## src/rtl/w_stage_wb.sv

```systemverilog
// w_stage_wb: M/W pipeline register, writeback data select/format, GRF write port and retire counter.
// Define W_LOAD_EXT_EN to enable byte/half load extraction and extension on source 01.
module w_stage_wb #(
  parameter int DW = 32,
  parameter int LINK_OFF = 4,
  parameter logic [DW-1:0] PC_RST = 32'h0000_3000,
  parameter int CNT_W = 32
) (
  input  logic             clk,
  input  logic             rst_n,
  input  logic             w_stall,
  input  logic             w_flush,
  input  logic             m_valid,
  input  logic [DW-1:0]    m_ans,
  input  logic [DW-1:0]    m_rdata,
  input  logic [DW-1:0]    m_pc,
  input  logic [DW-1:0]    m_aux,
  input  logic [1:0]       m_sel,
  input  logic             m_we,
  input  logic [4:0]       m_waddr,
  input  logic [2:0]       m_ld_type,
  input  logic [1:0]       m_byte_off,
  output logic             w_valid,
  output logic             w_we,
  output logic [4:0]       w_waddr,
  output logic [DW-1:0]    w_wdata,
  output logic [DW-1:0]    w_pc,
  output logic [CNT_W-1:0] w_retire_cnt
);
  logic             reg_valid, reg_we;
  logic [4:0]       reg_waddr;
  logic [DW-1:0]    reg_ans, reg_rdata, reg_pc, reg_aux, ld_data;
  logic [1:0]       reg_sel;
  logic [CNT_W-1:0] cnt;
  logic             load, retire;

  assign load   = !w_flush && !w_stall;
  // An instruction leaves W whenever it is displaced: by a new load or by a flush.
  assign retire = reg_valid && (w_flush || !w_stall);

  always_ff @(posedge clk or negedge rst_n) begin
    if (!rst_n) begin
      reg_valid <= 1'b0;
      reg_we    <= 1'b0;
      reg_waddr <= '0;
      reg_ans   <= '0;
      reg_rdata <= '0;
      reg_pc    <= PC_RST;
      reg_aux   <= '0;
      reg_sel   <= 2'b00;
      cnt       <= '0;
    end else begin
      if (w_flush) begin
        reg_valid <= 1'b0;
        reg_we    <= 1'b0;
        reg_waddr <= '0;
      end else if (load) begin
        reg_valid <= m_valid;
        reg_we    <= m_we;
        reg_waddr <= m_waddr;
        reg_ans   <= m_ans;
        reg_rdata <= m_rdata;
        reg_pc    <= m_pc;
        reg_aux   <= m_aux;
        reg_sel   <= m_sel;
      end
      if (retire) cnt <= cnt + 1'b1;
    end
  end

`ifdef W_LOAD_EXT_EN
  logic [2:0]  reg_ld_type;
  logic [1:0]  reg_off;
  logic [7:0]  lb;
  logic [15:0] lh;

  always_ff @(posedge clk or negedge rst_n) begin
    if (!rst_n) begin
      reg_ld_type <= '0;
      reg_off     <= '0;
    end else if (load) begin
      reg_ld_type <= m_ld_type;
      reg_off     <= m_byte_off;
    end
  end

  always_comb begin
    lb = 8'(reg_rdata >> {reg_off, 3'b000});
    lh = 16'(reg_rdata >> {reg_off[1], 4'b0000});
    ld_data = (reg_ld_type == 3'd1) ? {{(DW-8){1'b0}}, lb} :
              (reg_ld_type == 3'd2) ? {{(DW-8){lb[7]}}, lb} :
              (reg_ld_type == 3'd3) ? {{(DW-16){1'b0}}, lh} :
              (reg_ld_type == 3'd4) ? {{(DW-16){lh[15]}}, lh} : reg_rdata;
  end
`else
  logic unused_ld;
  assign unused_ld = ^{m_ld_type, m_byte_off};
  assign ld_data = reg_rdata;
`endif

  always_comb begin
    w_valid      = reg_valid;
    w_we         = reg_we && reg_valid && (reg_waddr != 5'd0);
    w_waddr      = w_we ? reg_waddr : 5'd0;
    w_pc         = reg_pc;
    w_retire_cnt = cnt;
    w_wdata      = (reg_sel == 2'b00) ? reg_ans :
                   (reg_sel == 2'b01) ? ld_data :
                   (reg_sel == 2'b10) ? reg_pc + DW'(LINK_OFF) : reg_aux;
  end
endmodule

```

## config.mk

```make
export PLATFORM = sky130hd
export DESIGN_NAME = w_stage_wb
export DESIGN_NICKNAME = d
export VERILOG_FILES = /design/src/rtl/w_stage_wb.sv
export SDC_FILE = /design/constraint.sdc
export NUM_CORES = 1
export LEC_CHECK = 0
export CORE_ASPECT_RATIO = 1.4
export CORE_MARGIN = 2
export CORE_UTILIZATION = 35
export DETAILED_ROUTE_END_ITERATION = 8
export DONT_BUFFER_PORTS = 1
export SLEW_MARGIN = 20
export SYNTH_ARGS = -nofsm -noshare
export SYNTH_HDL_FRONTEND = slang
export SYNTH_SLANG_ARGS = --single-unit
```

## constraint.sdc

```tcl
create_clock -name clk -period 4.5 [get_ports clk]
set_clock_uncertainty 0.2 [all_clocks]
set_input_delay 0.225 -clock clk [delete_from_list [all_inputs] [get_ports clk]]
set_output_delay 0.225 -clock clk [all_outputs]
set_load 0.005 [all_outputs]
```

# Yosys cells after proc, flatten, opt, wreduce, memory -nomap -nowiden
# Index checks and enable logic that the tools add are counted.
# Widths: inputs -> output; s select.
[word_totals] word_cells=35 ff_bits=169 out_inout_bits=103 inputBits=146
[op_classes] eq_ne=2 n_reduce_logical=11 bitwise_logic=1 n_addsub=2 mux=10
[ops] operator="$mux 32" count=3
[ops] operator="$add 32x1->32 const B" count=1
[ops] operator="$add 32x3->32 const B" count=1
[ops] operator="$mux 5" count=3
[ops] operator="$reduce_bool 5->1" count=1
[ops] operator="$logic_and 1x1->1" count=4
[ops] operator="$mux 1" count=4
[ops] operator="$eq 2x1->1 const B" count=1
[ops] operator="$eq 2x2->1 const B" count=1
[ops] operator="$logic_not 1->1" count=2
[ops] operator="$logic_not 2->1" count=1
[ops] operator="$reduce_and 2->1" count=1
[ops] operator="$reduce_bool 2->1" count=1
[ops] operator="$logic_or 1x1->1" count=1
[ops] operator="$not 1->1" count=1

# Longest topological paths before layout
[depth] depth_word=4 depth_mapped=7 depth_no_buf=6

# Worst setup path after synthesis
# OpenSTA, ideal clock, no wires.
[synth_timing] path_kind="reg-to-output" start="register reg_pc[12] (netlist: w_pc[12])" end="output port w_wdata[31]" path_stages_with_launch=7 n_path_buf=1 t_required_ps=4075 arrival_time_ps=2059 path_slack_ps=2016 path_cell_list="dfstp_2 > nand4_4 > or3_1 > buf_6 > nor4_1 > xor2_1 > mux4_2"
[synth_between] elab_chain_cells=4
[synth_rtl] item="from (decl)" line_no="32" source="logic [DW-1:0] reg_ans, reg_rdata, reg_pc, reg_aux, ld_data;"
[synth_rtl] item="from (signal assigned)" line_no="63" source="reg_pc <= m_pc;"
[synth_rtl] item="$add 32x3->32" line_no="109" source="(reg_sel == 2'b10) ? reg_pc + DW'(LINK_OFF) : reg_aux;"
[synth_rtl] item="$mux 32" line_no="109"
[synth_rtl] item="$mux 32" line_no="108" source="(reg_sel == 2'b01) ? ld_data :"
[synth_rtl] item="$mux 32" line_no="107" source="w_wdata = (reg_sel == 2'b00) ? reg_ans :"
[synth_rtl] item="to (decl)" line_no="26" source="output logic [DW-1:0] w_wdata,"
# No other way between the ends.

# Worst setup path after layout
# Ends and elaborated chain as after synthesis.

==> out/metrics.csv <==
stage,metric,value,unit
timing,timing_hold_violations_final,0,
critical_path,r2r-end,w_retire_cnt[28]$_DFFE_PN0P_,
die,boundaryPins,249,
synth,syn_nets,709,
die,die_area,0.02368,mm²
timing,drv_slew,0,
final_layout,nNetsFinal,860,
cts,clock-sinks,169,
drt,drt-pass1-iter-count,4,
timing,worst_slew_margin_rel,34.30,%
timing,timing.fmax,275.1,MHz
critical_path,timing.setup.critical_path_class,reg2out,
place,finalWeightedCongestion,0.7806,
critical_path,setup.reg_to_reg.worst_slack,2.06,ns
timing,grt_setup_unrepaired,false,
global_routing,gr-total-overflow,0,
critical_path,cp.arrival,3.21,ns
synth,syn_area_per_cell,14.01,µm²
die,starting_density_of_the_core,35.81,%
synth,synth_mux_area_share,27.98,%
global_routing,grt_start_max_net_pins,170,
place,post-dp-hpwl,13900,µm
final_layout,post-route-util,46.97,%
final_layout,finalNonFillerCells,1022,
timing,finalSetupViolations,0,
min_path,min_path_type,in2reg,
critical_path,worstPathMaxFanout,7,
synth,post_synth_xor_area_fraction,6.576,%
drt,wl,20240,µm
pwr,peakVddDrop,0.0002800,V
critical_path,timing.critical_path.from_type,flip-flop,
synth,synthesized_instance_count,561,
die,die_width,130.6,µm
synth,synth_compound_area_share,0.7006,%
cts,cts_tree,yes,
drt,via_count,5247,
timing,timing.final.crit_share,80.77,%
critical_path,timing.reg2reg.worst_path_depth,5,
drt,drt_drc_violations_left,0,
synth,post_syn_area,0.007858,mm²
global_routing,number_of_global_route_vias_before_repair,5793,
min_path,min_path_cells,4,
final_layout,diodes,0,
cts,clock_path_buffers,2,
pwr,total_leakage_power,4.212,nW
drt,initialDrtViolationCount,178,
final_layout,fillers,1931,
synth,synth_sequential_area_ratio,53.85,%
min_path,min-delay-start,w_stall,
die,floorplan.rows,64,
synth,adder_cell_share_of_the_synthesized_area,0.3185,%
timing,final.setup.tns,0,ns
global_routing,grt_pass1_wl,31190,µm
synth,synth.yosys.warnings,0,
timing,period_needed,3.635,ns
drt,drt-vias-per-instance,5.134,
critical_path,timing.rr.start,w_retire_cnt[11]$_DFFE_PN0P_,
synth,synth_top_family_by_area,multiplexers,
min_path,destination_of_the_worst_hold_path,w_pc[2]$_DFFE_PN0P_,
run_status,outcome,"complete, no violations",
critical_path,cp_data_required_time,4.07,ns
cts,insertion_delay,0.43,ns
cts,clockRootBuffer,sky130_fd_sc_hd__clkbuf_16,
final_layout,flow.area_growth_from_synthesis,31.15,%
critical_path,crit_path_end_kind,output pin,
die,die_y,181.3,µm
synth,yosys_register_bits,169,
global_routing,antenna_found_initial,0,
die,core,0.02194,mm²
synth,synth.distinct_cells,29,
pwr,power.density_cell_area,398.4,mW/mm²
drt,route.detailed.wl_per_inst,19.81,µm
final_layout,layout-drive-gt1-share,28.14,%
job,cap_viol_max_count,0,
place,placed_cells,837,
place,port_buffers,0,
cts,clk_transition_reported_paths,0.06,ns
drt,postRouteAntennaNets,0,
synth,synthSimpleGateAreaFrac,8.583,%
global_routing,grt_usage,17.28,%
cts,tritoncts.num_buffers,17,
cts,htreeDepth,4,
timing,worst_pin_slew,0.9855,ns
power by group:
part           internal (mW)  switching (mW)
Sequential              1.72           0.230
Combinational          0.430           0.265
Clock                  0.860           0.600
registers in the layout, summed over array words and instances, names as in the netlist:
signal and cells:
reg_aux 32, w_pc 32, ld_data 32, reg_waddr 5
reg_we 1, w_retire_cnt 32, reg_ans 32, w_valid 1
reg_sel 2
how the worst max path moves through the flow:
stage | startpoint | to | depth (start not counted)
2_1_floorplan | w_pc[12]$_DFFE_PN1P_ | w_wdata[31] | 6
3_3_place_gp | w_pc[12]$_DFFE_PN1P_ | w_wdata[31] | 5
3_5_place_dp | w_pc[12]$_DFFE_PN1P_ | w_wdata[31] | 5
4_1_cts | w_pc[12]$_DFFE_PN1P_ | w_wdata[31] | 5
5_1_grt | w_pc[12]$_DFFE_PN1P_ | w_wdata[31] | 5
6_report | w_pc[12]$_DFFE_PN1P_ | w_wdata[31] | 5
area by class of cell:
cell class | count | area, µm² | area share (%)
timing repair buffer | 159 | 1594 | 15.47
multi-input combinational | 355 | 3477 | 33.74
inverter | 10 | 37.54 | 0.3643
sequential | 169 | 4234 | 41.09
clock buffer | 21 | 470.5 | 4.565
tap | 297 | 371.6 | 3.606
clock inverter | 11 | 120.1 | 1.166
cells in the final DEF, fill, tap and decap left out:
cell,synthesis,layout
sky130_fd_sc_hd__dfrtp_2,0,2
sky130_fd_sc_hd__dfrtp_1,167,165
sky130_fd_sc_hd__and3_1,12,12
sky130_fd_sc_hd__ha_1,2,2
sky130_fd_sc_hd__nor2_4,0,1
sky130_fd_sc_hd__and4_1,7,7
sky130_fd_sc_hd__buf_4,0,6
sky130_fd_sc_hd__clkinv_2,0,4
sky130_fd_sc_hd__mux2i_1,7,7
sky130_fd_sc_hd__nor2_1,14,13
sky130_fd_sc_hd__xnor2_1,40,40
sky130_fd_sc_hd__or2_2,1,1
sky130_fd_sc_hd__clkinv_4,0,1
sky130_fd_sc_hd__nand4_4,1,1
sky130_fd_sc_hd__and2_1,2,2
sky130_fd_sc_hd__clkbuf_8,0,3
sky130_fd_sc_hd__clkinvlp_4,0,3
sky130_fd_sc_hd__or3_1,2,2
sky130_fd_sc_hd__dlygate4sd3_1,0,152
sky130_fd_sc_hd__mux4_2,32,32
sky130_fd_sc_hd__nor3_1,9,9
sky130_fd_sc_hd__clkbuf_16,0,17
sky130_fd_sc_hd__clkbuf_1,16,1
sky130_fd_sc_hd__mux2_2,125,125
sky130_fd_sc_hd__nand2_1,25,25
sky130_fd_sc_hd__xor2_1,19,19
sky130_fd_sc_hd__dfstp_2,2,2
sky130_fd_sc_hd__a211oi_1,2,2
sky130_fd_sc_hd__nor4_4,2,2
sky130_fd_sc_hd__inv_1,10,10
sky130_fd_sc_hd__nor4_1,5,5
sky130_fd_sc_hd__buf_16,0,1
sky130_fd_sc_hd__nand3_1,24,24
sky130_fd_sc_hd__inv_6,0,1
sky130_fd_sc_hd__nand4_1,16,16
sky130_fd_sc_hd__bufinv_16,0,2
sky130_fd_sc_hd__a21oi_1,2,2
sky130_fd_sc_hd__o21ai_0,6,6
synth_stat cells (all sizes together):
cell / n / area, µm²
ha: 2 / 25.02
mux2: 125 / 1408
inv: 10 / 37.54
and3: 12 / 75.07
nor4: 7 / 73.82
a21oi: 2 / 10.01
mux2i: 7 / 70.07
xor2: 19 / 166.4
mux4: 32 / 720.7
nand3: 24 / 120.1
or3: 2 / 12.51
and4: 7 / 61.31
dfrtp: 167 / 4179
nor3: 9 / 45.04
nand2: 25 / 93.84
and2: 2 / 12.51
nor2: 14 / 52.55
o21ai: 6 / 30.03
a211oi: 2 / 15.01
buf: 11 / 58.81
dfstp: 2 / 52.55
or2: 1 / 6.260
xnor2: 40 / 350.3
nand4: 17 / 121.4
clkbuf: 16 / 60.06
logic make-up (layout without fill, tap and decap cells):
| family | after synthesis | after routing |
|---|---|---|
| AO/OA/AOI/OAI | 10 | 10 |
| XOR/XNOR | 59 | 59 |
| adder cells (fa/ha/maj) | 2 | 2 |
| buffers and inverters | 37 | 201 |
| flip-flops | 169 | 169 |
| multiplexers | 164 | 164 |
| AND/OR/NAND/NOR | 120 | 120 |
repair_timing:
item	4_1_cts	5_1_grt
hold buffers	153	0
gates resized for setup	0	0
hold endpoints to repair	321	0
setup endpoints to repair	0	0
setup buffers	0	0
through the flow:
stage	instance area, µm²	hold slack, ns	setup WS (ns)	total power, mW
floorplan	7858	-0.2706	2.016	2.351
global placement	8165	-0.2660	1.370	2.486
detailed placement	8165	-0.2659	1.371	2.524
CTS	10300	0.1310	0.8816	4.155
global route	10300	0.1884	0.7696	4.304
finish	10300	0.1693	0.8652	4.106
critical path, cell delays in order (launching register included):
cell and delay, ns:
sky130_fd_sc_hd__dfstp_2 0.64, sky130_fd_sc_hd__nand4_4 0.17, sky130_fd_sc_hd__or3_1 0.54, sky130_fd_sc_hd__nor4_1 0.70, sky130_fd_sc_hd__xor2_1 0.19, sky130_fd_sc_hd__mux4_2 0.53
per-layer routing:
layer | wire, µm | global-route usage, % | part of all wire (%)
met4 | 522 | 6.255 | 2.6
met3 | 1441 | 6.219 | 7.1
met1 | 7373 | 18.39 | 36
met5 | 0 | 0 | 0
met2 | 10900 | 30.92 | 54
Power figures use the tool's default switching activity.
